[src/rtl/morse_pkg.sv]
// Shared types and letter table for the Morse transmitter.
// Codes are MSB-aligned, bit=1 is a dash, bit=0 is a dot.
package morse_pkg;

  localparam int LEN_W  = 3;
  localparam int CODE_W = 4;
  localparam int UNIT_W = 8;

  typedef enum logic [2:0] {
    S_IDLE  = 3'd0,
    S_LOAD  = 3'd1,
    S_MARK  = 3'd2,
    S_SPACE = 3'd3,
    S_LGAP  = 3'd4,
    S_DONE  = 3'd5
  } state_t;

  typedef struct packed {
    logic [LEN_W-1:0]  len;
    logic [CODE_W-1:0] code;
  } morse_ent_t;

  function automatic morse_ent_t morse_lookup(
    input logic [4:0] idx
  );
    morse_ent_t e;
    e = '{len: '0, code: '0};
    case (idx)
      5'd0:  e = '{3'd2, 4'b0100};
      5'd1:  e = '{3'd4, 4'b1000};
      5'd2:  e = '{3'd4, 4'b1010};
      5'd3:  e = '{3'd3, 4'b1000};
      5'd4:  e = '{3'd1, 4'b0000};
      5'd5:  e = '{3'd4, 4'b0010};
      5'd6:  e = '{3'd3, 4'b1100};
      5'd7:  e = '{3'd4, 4'b0000};
      5'd8:  e = '{3'd2, 4'b0000};
      5'd9:  e = '{3'd4, 4'b0111};
      5'd10: e = '{3'd3, 4'b1010};
      5'd11: e = '{3'd4, 4'b0100};
      5'd12: e = '{3'd2, 4'b1100};
      5'd13: e = '{3'd2, 4'b1000};
      5'd14: e = '{3'd3, 4'b1110};
      5'd15: e = '{3'd4, 4'b0110};
      5'd16: e = '{3'd4, 4'b1101};
      5'd17: e = '{3'd3, 4'b0100};
      5'd18: e = '{3'd3, 4'b0000};
      5'd19: e = '{3'd1, 4'b1000};
      5'd20: e = '{3'd3, 4'b0010};
      5'd21: e = '{3'd4, 4'b0001};
      5'd22: e = '{3'd3, 4'b0110};
      5'd23: e = '{3'd4, 4'b1001};
      5'd24: e = '{3'd4, 4'b1011};
      5'd25: e = '{3'd4, 4'b1100};
      default: e = '{len: '0, code: '0};
    endcase
    return e;
  endfunction

endpackage

[src/rtl/morse_unit_timer.sv]
// Tick prescaler plus unit counter; both clear on clr so
// every FSM phase starts from a clean count.
module morse_unit_timer
  import morse_pkg::*;
#(
  parameter int CLK_PER_UNIT = 25_000_000
) (
  input  logic              clk,
  input  logic              rst,
  input  logic              clr,
  output logic              unit_stb,
  output logic [UNIT_W-1:0] unit_cnt
);

  localparam int TICK_W =
    (CLK_PER_UNIT > 1) ? $clog2(CLK_PER_UNIT) : 1;
  localparam logic [TICK_W-1:0] TICK_MAX =
    TICK_W'(CLK_PER_UNIT - 1);

  logic [TICK_W-1:0] tick;

  assign unit_stb = (tick == TICK_MAX);

  always_ff @(posedge clk) begin
    if (rst || clr) begin
      tick     <= '0;
      unit_cnt <= '0;
    end else if (unit_stb) begin
      tick     <= '0;
      unit_cnt <= unit_cnt + UNIT_W'(1);
    end else begin
      tick     <= tick + TICK_W'(1);
    end
  end

endmodule

[src/rtl/morse_tx_gen.sv]
// Morse letter transmitter: one latched letter per start,
// optional repeat, registered tone/busy/done/display outputs.
module morse_tx_gen
  import morse_pkg::*;
#(
  parameter int CLK_PER_UNIT = 25_000_000,
  parameter int SEL_W        = 3,
  parameter int DASH_UNITS   = 3,
  parameter int LGAP_UNITS   = 3
) (
  input  logic             clk,
  input  logic             rst,
  input  logic [SEL_W-1:0] sel,
  input  logic             start,
  input  logic             stop,
  input  logic             repeat_en,
  output logic             tone,
  output logic             busy,
  output logic             done,
  output logic [4:0]       letter,
  output logic [2:0]       sym_left
);

  localparam logic [UNIT_W-1:0] DASH_LAST =
    UNIT_W'(DASH_UNITS - 1);
  localparam logic [UNIT_W-1:0] LGAP_LAST =
    UNIT_W'(LGAP_UNITS - 1);

  state_t            state;
  logic [CODE_W-1:0] code_q;
  morse_ent_t        ent;
  logic              timed;
  logic              unit_stb;
  logic              phase_end;
  logic              tmr_clr;
  logic [UNIT_W-1:0] unit_cnt;
  logic [UNIT_W-1:0] unit_last;

  assign ent   = morse_lookup(letter);
  assign timed = (state == S_MARK) ||
                 (state == S_SPACE) ||
                 (state == S_LGAP);

  always_comb begin
    unit_last = '0;
    unique case (1'b1)
      (state == S_MARK && code_q[CODE_W-1]):
        unit_last = DASH_LAST;
      (state == S_LGAP):
        unit_last = LGAP_LAST;
      default:
        unit_last = '0;
    endcase
  end

  assign phase_end = timed && unit_stb &&
                     (unit_cnt == unit_last);
  // Holding the timer cleared outside timed states makes
  // each phase start exactly on its entry edge.
  assign tmr_clr = !timed || phase_end;

  morse_unit_timer #(
    .CLK_PER_UNIT(CLK_PER_UNIT)
  ) u_timer (
    .clk     (clk),
    .rst     (rst),
    .clr     (tmr_clr),
    .unit_stb(unit_stb),
    .unit_cnt(unit_cnt)
  );

  always_ff @(posedge clk) begin
    if (rst) begin
      state    <= S_IDLE;
      code_q   <= '0;
      tone     <= 1'b0;
      busy     <= 1'b0;
      done     <= 1'b0;
      letter   <= '0;
      sym_left <= '0;
    end else begin
      done <= 1'b0;
      if (state != S_IDLE && stop) begin
        state    <= S_IDLE;
        tone     <= 1'b0;
        busy     <= 1'b0;
        sym_left <= '0;
      end else begin
        unique case (state)
          S_IDLE: begin
            if (start && !stop) begin
              state  <= S_LOAD;
              busy   <= 1'b1;
              letter <= 5'(sel);
            end
          end
          S_LOAD: begin
            if (ent.len == '0) begin
              state    <= S_DONE;
              done     <= 1'b1;
              sym_left <= '0;
            end else begin
              state    <= S_MARK;
              tone     <= 1'b1;
              sym_left <= ent.len;
              code_q   <= ent.code;
            end
          end
          S_MARK: begin
            if (phase_end) begin
              tone     <= 1'b0;
              sym_left <= sym_left - 3'd1;
              code_q   <= {code_q[CODE_W-2:0], 1'b0};
              state    <= (sym_left == 3'd1) ?
                          S_LGAP : S_SPACE;
            end
          end
          S_SPACE: begin
            if (phase_end) begin
              tone  <= 1'b1;
              state <= S_MARK;
            end
          end
          S_LGAP: begin
            if (phase_end) begin
              if (repeat_en) begin
                state <= S_LOAD;
              end else begin
                state <= S_DONE;
                done  <= 1'b1;
              end
            end
          end
          S_DONE: begin
            state <= S_IDLE;
            busy  <= 1'b0;
          end
          default: state <= S_IDLE;
        endcase
      end
    end
  end

endmodule
[config.mk]
export PLATFORM = sky130hd
export DESIGN_NAME = morse_tx_gen
export DESIGN_NICKNAME = d
export VERILOG_FILES = /design/src/rtl/morse_pkg.sv /design/src/rtl/morse_unit_timer.sv /design/src/rtl/morse_tx_gen.sv
export SDC_FILE = /design/constraint.sdc
export NUM_CORES = 1
export LEC_CHECK = 0
export CORE_MARGIN = 4
export CORE_UTILIZATION = 25
export DETAILED_ROUTE_END_ITERATION = 7
export HOLD_SLACK_MARGIN = 0.03
export PLACE_DENSITY = 0.41
export SLEW_MARGIN = 10
export SYNTH_ARGS = -nofsm -noshare
export SYNTH_HDL_FRONTEND = slang
export SYNTH_SLANG_ARGS = --single-unit
[constraint.sdc]
create_clock -name clk -period 5.5 [get_ports clk]
set_input_delay 1.375 -clock clk [delete_from_list [all_inputs] [get_ports clk]]
set_output_delay 1.375 -clock clk [all_outputs]
set_load 0.05 [all_outputs]
==> flow_summary.rst, run 1 <==
.. list-table::
   :header-rows: 1

   * - Metric
     - Value
   * - IO Pins
     - 19
   * - Share of synthesized cell area in full adder, half adder and majority cells
     - 3.697%
   * - Area overhead of the layout relative to synthesis
     - 13.03%
   * - Diodes inserted
     - 0
   * - Synth warnings
     - 0
   * - Critical path peak fanout
     - 3
   * - Final Hold Vio Count
     - 0
   * - Setup violators final
     - 0
   * - Vias per cell
     - 4.546
   * - Reg2Reg Setup Slack
     - between 2000 and 3000 ps
   * - Mapped Area
     - 2708 sq um
   * - Share of the synthesized netlist area taken by xor and xnor gates
     - 10.35%
   * - Final estimated routing congestion in global placement
     - 0.7527
   * - Remaining antenna violation count
     - 0
   * - Kind of start point of the critical path
     - input port
   * - Aggregate negative setup slack
     - 0 ps
   * - Width of the die
     - 112.1 um
   * - Final Worst Setup Slack
     - between 2000 and 2500 ps
   * - First-pass GRT wire length
     - 10160 um
   * - Final period demand of the worst path
     - ~3100 ps
   * - Via count of the routed design
     - 2123
   * - Placement-stage worst setup slack
     - 2098 ps
   * - Pin count of the biggest net entering global routing
     - 26
   * - Number of antenna violations at the first check in global routing
     - 0
   * - Proportion of layout cells with a drive suffix above 1
     - 5.740%
   * - Detailed-routing iteration count for the pre-antenna-repair pass
     - 4
   * - Number of remaining DRC errors
     - 0
   * - CTS resizes
     - 0
   * - Standard-cell rows
     - 37
   * - Clock network fraction of design power
     - about a quarter
   * - Total Die Area
     - ~13000 sq um
   * - Effective utilization at floorplan
     - roughly 26%
   * - Number of slew-limit violations in the final report
     - 0
   * - Avg Synthesized Cell Area
     - 8.461 sq um
   * - Post-detail-place hpwl
     - around 4100 um
   * - Crit path capture type
     - flop
   * - Top FF cell, synth
     - sky130_fd_sc_hd__dfxtp_1
   * - Net switching fraction of the power
     - 36.50%
   * - Area inside the core boundary
     - 10420 sq um
   * - All-layer global routing usage
     - 9.583%
   * - Transition at the pin with the smallest max-transition slack
     - roughly 960 ps
   * - Start-to-end type of the worst setup path
     - in2reg
   * - Worst IR Drop VDD
     - 0.0001497 V
   * - Via count of the first global-routing pass
     - between 2000 and 2500
   * - Fraction of the mapped netlist area in simple logic gates
     - 28.88%
   * - Part of the power in registers
     - 46.8%
   * - Result of the run
     - complete, no violations
   * - Synth unique cells
     - 54
   * - Die height
     - 112.1 um
   * - Period utilisation layout
     - 55.64%
   * - Lkg Pwr
     - around 0.0011 uW
   * - Maximum achievable frequency
     - about 0.33 GHz
   * - Internal Pwr Total
     - around 630 uW
   * - Number of levels the H-tree was split into
     - 2
   * - Max capacitance violation total
     - 0
   * - Required time reported for the critical path endpoint
     - 5700 ps
   * - PD cells
     - 326.3 nW/um^2
   * - Number of flops mapped to enable cells by yosys
     - 0
   * - Top library cells by usage in the layout, fill and taps aside
     - sky130_fd_sc_hd__nor2_1 (54), sky130_fd_sc_hd__dfxtp_1 (54), sky130_fd_sc_hd__nand2_1 (31)
   * - Ys async rst share
     - 0%
   * - Share of total power in combinational logic
     - between 20 and 30%
   * - Overall power consumption
     - 998.7 uW
   * - Crit path arrival time
     - ~3300 ps
   * - Number of sinks handled by clock tree synthesis
     - 54
   * - Post-route insts no fill
     - 467
   * - Detailed Route Iter0 Violations
     - approximately 80
   * - Clock root buffer
     - sky130_fd_sc_hd__clkbuf_8
   * - DR WL/cell
     - 12.20 um
   * - Hold buffer count at CTS
     - 0
   * - CTS tree
     - yes
   * - Switching power total
     - 364.6 uW
   * - Final wirelength
     - 5696 um
   * - Hold Crit Class
     - reg2reg
   * - Maximum root-to-sink buffer count
     - 2
   * - Register bit total from synthesis
     - 54
   * - Multiplexer area fraction after synthesis
     - roughly 3.0%
   * - DP Cell Count
     - ~460
   * - Number of port buffers
     - 16
   * - Post-Syn Instances
     - 320
   * - Final std cell area, no fill
     - 3060 sq um
   * - Placed inst area
     - between 2000 and 3000 sq um
   * - Relative max-transition margin
     - between 30% and 40%
   * - Post-CTS setup buffers
     - 0
   * - Clock input transition at the sequential cells of the worst setup and hold paths
     - 90 ps
   * - Dominant combinational cell family by area after synthesis
     - simple AND/OR/NAND/NOR gates
   * - Number of buffers created by CTS
     - 5
   * - Synth Area in Compound Gates
     - 9.935%
   * - Worst skew pair latency
     - 310 ps
   * - Total grt overflow
     - 0
   * - Setup repair after global routing missed its margin
     - false
   * - Share of synthesized area occupied by flip-flops and latches
     - 39.93%
   * - Worst clock skew
     - about 12 ps
   * - Layout fillers
     - 1123
   * - Number of nets at the end of the flow
     - 346
cells in the mapped netlist (4+ instances only):
library cell	n	area (sq um)
sky130_fd_sc_hd__nor3_1	7	35.03
sky130_fd_sc_hd__xor2_1	24	210.2
sky130_fd_sc_hd__o21ai_0	5	25.02
sky130_fd_sc_hd__inv_1	10	37.54
sky130_fd_sc_hd__o22ai_1	4	25.02
sky130_fd_sc_hd__clkbuf_1	6	22.52
sky130_fd_sc_hd__nand4_1	6	37.54
sky130_fd_sc_hd__and2_1	4	25.02
sky130_fd_sc_hd__ha_1	8	100.1
sky130_fd_sc_hd__a21oi_1	17	85.08
sky130_fd_sc_hd__and3_1	8	50.05
sky130_fd_sc_hd__mux2i_1	7	70.07
sky130_fd_sc_hd__nand2_1	31	116.4
sky130_fd_sc_hd__and4_1	4	35.03
sky130_fd_sc_hd__buf_2	4	20.02
sky130_fd_sc_hd__xnor2_1	8	70.07
sky130_fd_sc_hd__dfxtp_1	54	1081
sky130_fd_sc_hd__nand3_1	13	65.06
sky130_fd_sc_hd__nor2_1	54	202.7
routing by layer:
| metal | GRT usage, % | vias up | share of wire, % | wire length (um) |
|---|---|---|---|---|
| li1 | - | 1114 | - | - |
| met1 | 12.17 | 982 | 51 | 2878 |
| met2 | 15.91 | 22 | 45 | 2563 |
| met3 | 2.642 | 5 | 3.5 | 198 |
| met4 | 2.885 | 0 | 0.97 | 55 |
| met5 | 0 | - | 0 | 0 |
through the flow:
| step | hold WS [ps] | util, % |
|---|---|---|
| final | 441.9 | 29.38 |
| after global routing | 453.3 | 29.38 |
| after CTS | 446.7 | 29.38 |
| after detailed placement | 433.5 | 28.50 |
| after global placement | 428.3 | 28.50 |
| after floorplan | 417.4 | - |
cells by family after synthesis:
logic type / count (synthesis)
xor+xnor: 32
simple gates: 151
flops: 54
buf+inv: 24
fa+ha+maj: 8
other cells: 1
compound gates: 42
mux: 8
registers in the layout (all words and copies together) (netlist names):
register	flops
u_timer.tick	25
u_timer.unit_cnt	8
ent	6
code_q	3
letter	3
state	3
sym_left	3
busy	1
done	1
tone	1
worst max-delay path, cell delays in order:
cell,delay [ps]
sky130_fd_sc_hd__clkdlybuf4s50_1,440
sky130_fd_sc_hd__nor2b_1,210
sky130_fd_sc_hd__and3_1,300
sky130_fd_sc_hd__mux2i_1,310
sky130_fd_sc_hd__nor2_1,120
sky130_fd_sc_hd__inv_1,130
sky130_fd_sc_hd__ha_1,240
sky130_fd_sc_hd__o21ai_0,70
sky130_fd_sc_hd__nand2b_1,70
power by group through the flow:
stage	combinational, uW	clock, uW	sequential [uW]
floorplan	204	0	498
global placement	300	0	479
detailed placement	297	0	477
CTS	299	249	468
global route	331	264	475
finish	294	237	468
final timing paths:
| check | depth (start not counted) | endpoint | from |
|---|---|---|---|
| max | 9 | ent[6] | start |
| min | 2 | code_q[1] | ent[1] |
| max reg2reg | 6 | u_timer.unit_cnt[6] | state[1] |
| min reg2reg | 2 | code_q[1] | ent[1] |
cell type report:
type | instances | area (sq um) | share of cell area, %
multi-input cells | 243 | 1520 | 49.67
flip-flops and latches | 54 | 1081 | 35.32
well taps | 136 | 170.2 | 5.560
repair buffers | 16 | 160.2 | 5.233
clock buffers | 7 | 86.33 | 2.821
inverters | 10 | 37.54 | 1.226
clock inverters | 1 | 5.005 | 0.1635
(Power assumes the default switching activity.)
==> run 2: changes to the inputs <==
PLACE_DENSITY = 0.42   (was 0.41)
clock period = 2.7 ns   (was 5.5 ns; I/O delays follow)
==> run 2 against run 1 <==
Against the previous run: die area unchanged; utilization increased by 1.2 points; non-clock buffer count increased by 12; clock skew decreased by 4.9 ps; clock power increased by 140%; sequential power increased by 100%; register-to-register slack got worse by 2300 ps; global-route usage increased by 0.27 points; flip-flop and latch count unchanged; hold slack improved by 4.0 ps; final cell count increased by 2.6%; critical path type is now reg2out; largest cell class unchanged; largest power group unchanged; highest routed layer unchanged.
==> flow_summary.rst, run 2 (same netlist as run 1, synthesis figures left out) <==
.. list-table::
   :header-rows: 1

   * - Metric
     - Value
   * - All-layer global routing usage
     - under 10%
   * - Transition at the pin with the smallest max-transition slack
     - ~520 ps
   * - Area overhead of the layout relative to synthesis
     - 17.47%
   * - CTS resizes
     - 0
   * - Largest incremental delay on the critical path
     - 840 ps
   * - Via count of the routed design
     - 2184
   * - Number of remaining DRC errors
     - 0
   * - Start-to-end type of the worst setup path
     - reg2out
   * - Largest Register
     - u_timer.tick
   * - Number of buffers created by CTS
     - 5
   * - Number of sinks handled by clock tree synthesis
     - 54
   * - Area taken by flip-flops and latches
     - about 1100 sq um
   * - Worst-path cell chain
     - clkdlybuf4s50_1
   * - Hold slack
     - about 450 ps
   * - Clock input transition at the sequential cells of the worst setup and hold paths
     - 100 ps
   * - Final Hold Vio Count
     - 0
   * - Max FFs per register
     - 25
   * - Finished Core Util
     - 30.53%
   * - Standard-cell rows
     - 37
   * - Final period demand of the worst path
     - 2257 ps
   * - Hold buffer count at CTS
     - 0
   * - Placement-stage worst setup slack
     - around 130 ps
   * - Die height
     - 112.1 um
   * - Slowest-stage cell, CP
     - sky130_fd_sc_hd__clkdlybuf4s50_1
   * - DR WL/cell
     - 12.06 um
   * - Period utilisation layout
     - 83.59%
   * - Area occupied by multi-input gates
     - 1520 sq um
   * - Critical path's top delay family
     - buffers and inverters
   * - DP Cell Count
     - 471
   * - Number of port buffers
     - 16
   * - Maximum root-to-sink buffer count
     - 2
   * - Number of antenna violations at the first check in global routing
     - 0
   * - CTS tree
     - yes
   * - Clock root buffer
     - sky130_fd_sc_hd__clkbuf_8
   * - CP Buf/Inv Count
     - 1
   * - Critical path peak fanout
     - 3
   * - Width of the die
     - ~110 um
   * - Setup repair after global routing missed its margin
     - false
   * - Number of nets at the end of the flow
     - 358
   * - Kind of start point of the critical path
     - flop
   * - Proportion of layout cells with a drive suffix above 1
     - 9.329%
   * - Pin count of the biggest net entering global routing
     - 26
   * - PD cells
     - between 600 and 700 nW/um^2
   * - Top library cells by usage in the layout, fill and taps aside
     - sky130_fd_sc_hd__nor2_1 (54), sky130_fd_sc_hd__dfxtp_1 (54), sky130_fd_sc_hd__nand2_1 (31)
   * - Layout fillers
     - around 1100
   * - Area inside the core boundary
     - 10420 sq um
   * - Via count of the first global-routing pass
     - 2295
   * - Relative max-transition margin
     - 64.76%
   * - Aggregate negative setup slack
     - 0 ps
   * - Effective utilization at floorplan
     - around a quarter
   * - Maximum achievable frequency
     - roughly 0.44 GHz
   * - Diodes inserted
     - 0
   * - IO Pins
     - 19
   * - Detailed-routing iteration count for the pre-antenna-repair pass
     - 4
   * - Lkg Pwr
     - 0.001152 uW
   * - Max capacitance violation total
     - 0
   * - Final wirelength
     - 5777 um
   * - Number of slew-limit violations in the final report
     - 0
   * - Setup violators final
     - 0
   * - Crit path capture type
     - primary output
   * - Post-route insts no fill
     - 479
   * - Vias per cell
     - 4.559
   * - Post-detail-place hpwl
     - 4221 um
   * - Number of levels the H-tree was split into
     - 2
   * - Worst clock skew
     - 6.637 ps
   * - Post-CTS setup buffers
     - 0
   * - Result of the run
     - complete, no violations
   * - Worst IR Drop VDD
     - 0.0003104 V
   * - First-pass GRT wire length
     - between 10000 and 15000 um
   * - Required time reported for the critical path endpoint
     - 2030 ps
   * - Total Die Area
     - 12560 sq um
   * - Remaining antenna violation count
     - 0
   * - Crit path arrival time
     - 1580 ps
   * - Final Worst Setup Slack
     - 443.2 ps
   * - Worst skew pair latency
     - slightly above 300 ps
   * - Final estimated routing congestion in global placement
     - 0.7933
   * - Reg2Reg Setup Slack
     - approximately 460 ps
   * - Detailed Route Iter0 Violations
     - 108
   * - Total grt overflow
     - 0
   * - Hold Crit Class
     - reg2reg
## run 2: final cells by class
type                            instances  area share (%)
Clock buffer                            6           2.596
Inverter                               10           1.180
Sequential cell                        54           33.99
Clock inverter                          2           1.220
Tap cell                              136           5.350
Multi-Input combinational cell        243           47.80
Timing Repair Buffer                   28           7.868
## run 2: per-stage QoR
step / cell area [sq um] / power (uW)
6_report: 3181 / 2192
2_1_floorplan: 2711 / 1430
5_1_grt: 3181 / 2343
4_1_cts: 3181 / 2225
3_3_place_gp: 3059 / 1640
3_5_place_dp: 3059 / 1630
## run 2: layer usage
metal	part of all wire [%]	GRT usage (%)	vias to the layer above
li1	-	-	1128
met3	2.8	2.372	7
met5	0	0	-
met4	1.4	3.125	0
met2	46	16.03	31
met1	50	12.92	1018
## run 2: worst paths after layout
check                           cells past startpoint         to            start
worst max-delay path                                1       tone             tone
worst min-delay path                                2  code_q[1]           ent[1]
worst max register to register                      8   state[0]  u_timer.tick[0]
worst min register to register                      2  code_q[1]           ent[1]
## run 2: report_power, final
part	switching, uW	internal, uW	leakage [uW]
registers	76.1	865	0.000437
logic	412	259	0.000653
clock network	275	305	0.0000618
## run 2: worst reg2reg max path: cells and delay by family (launching register included)
family	cells	cell delay, ps
simple gates	5	1240
flops	1	390
fa+ha+maj	1	230
buf+inv	1	230
compound gates	1	70
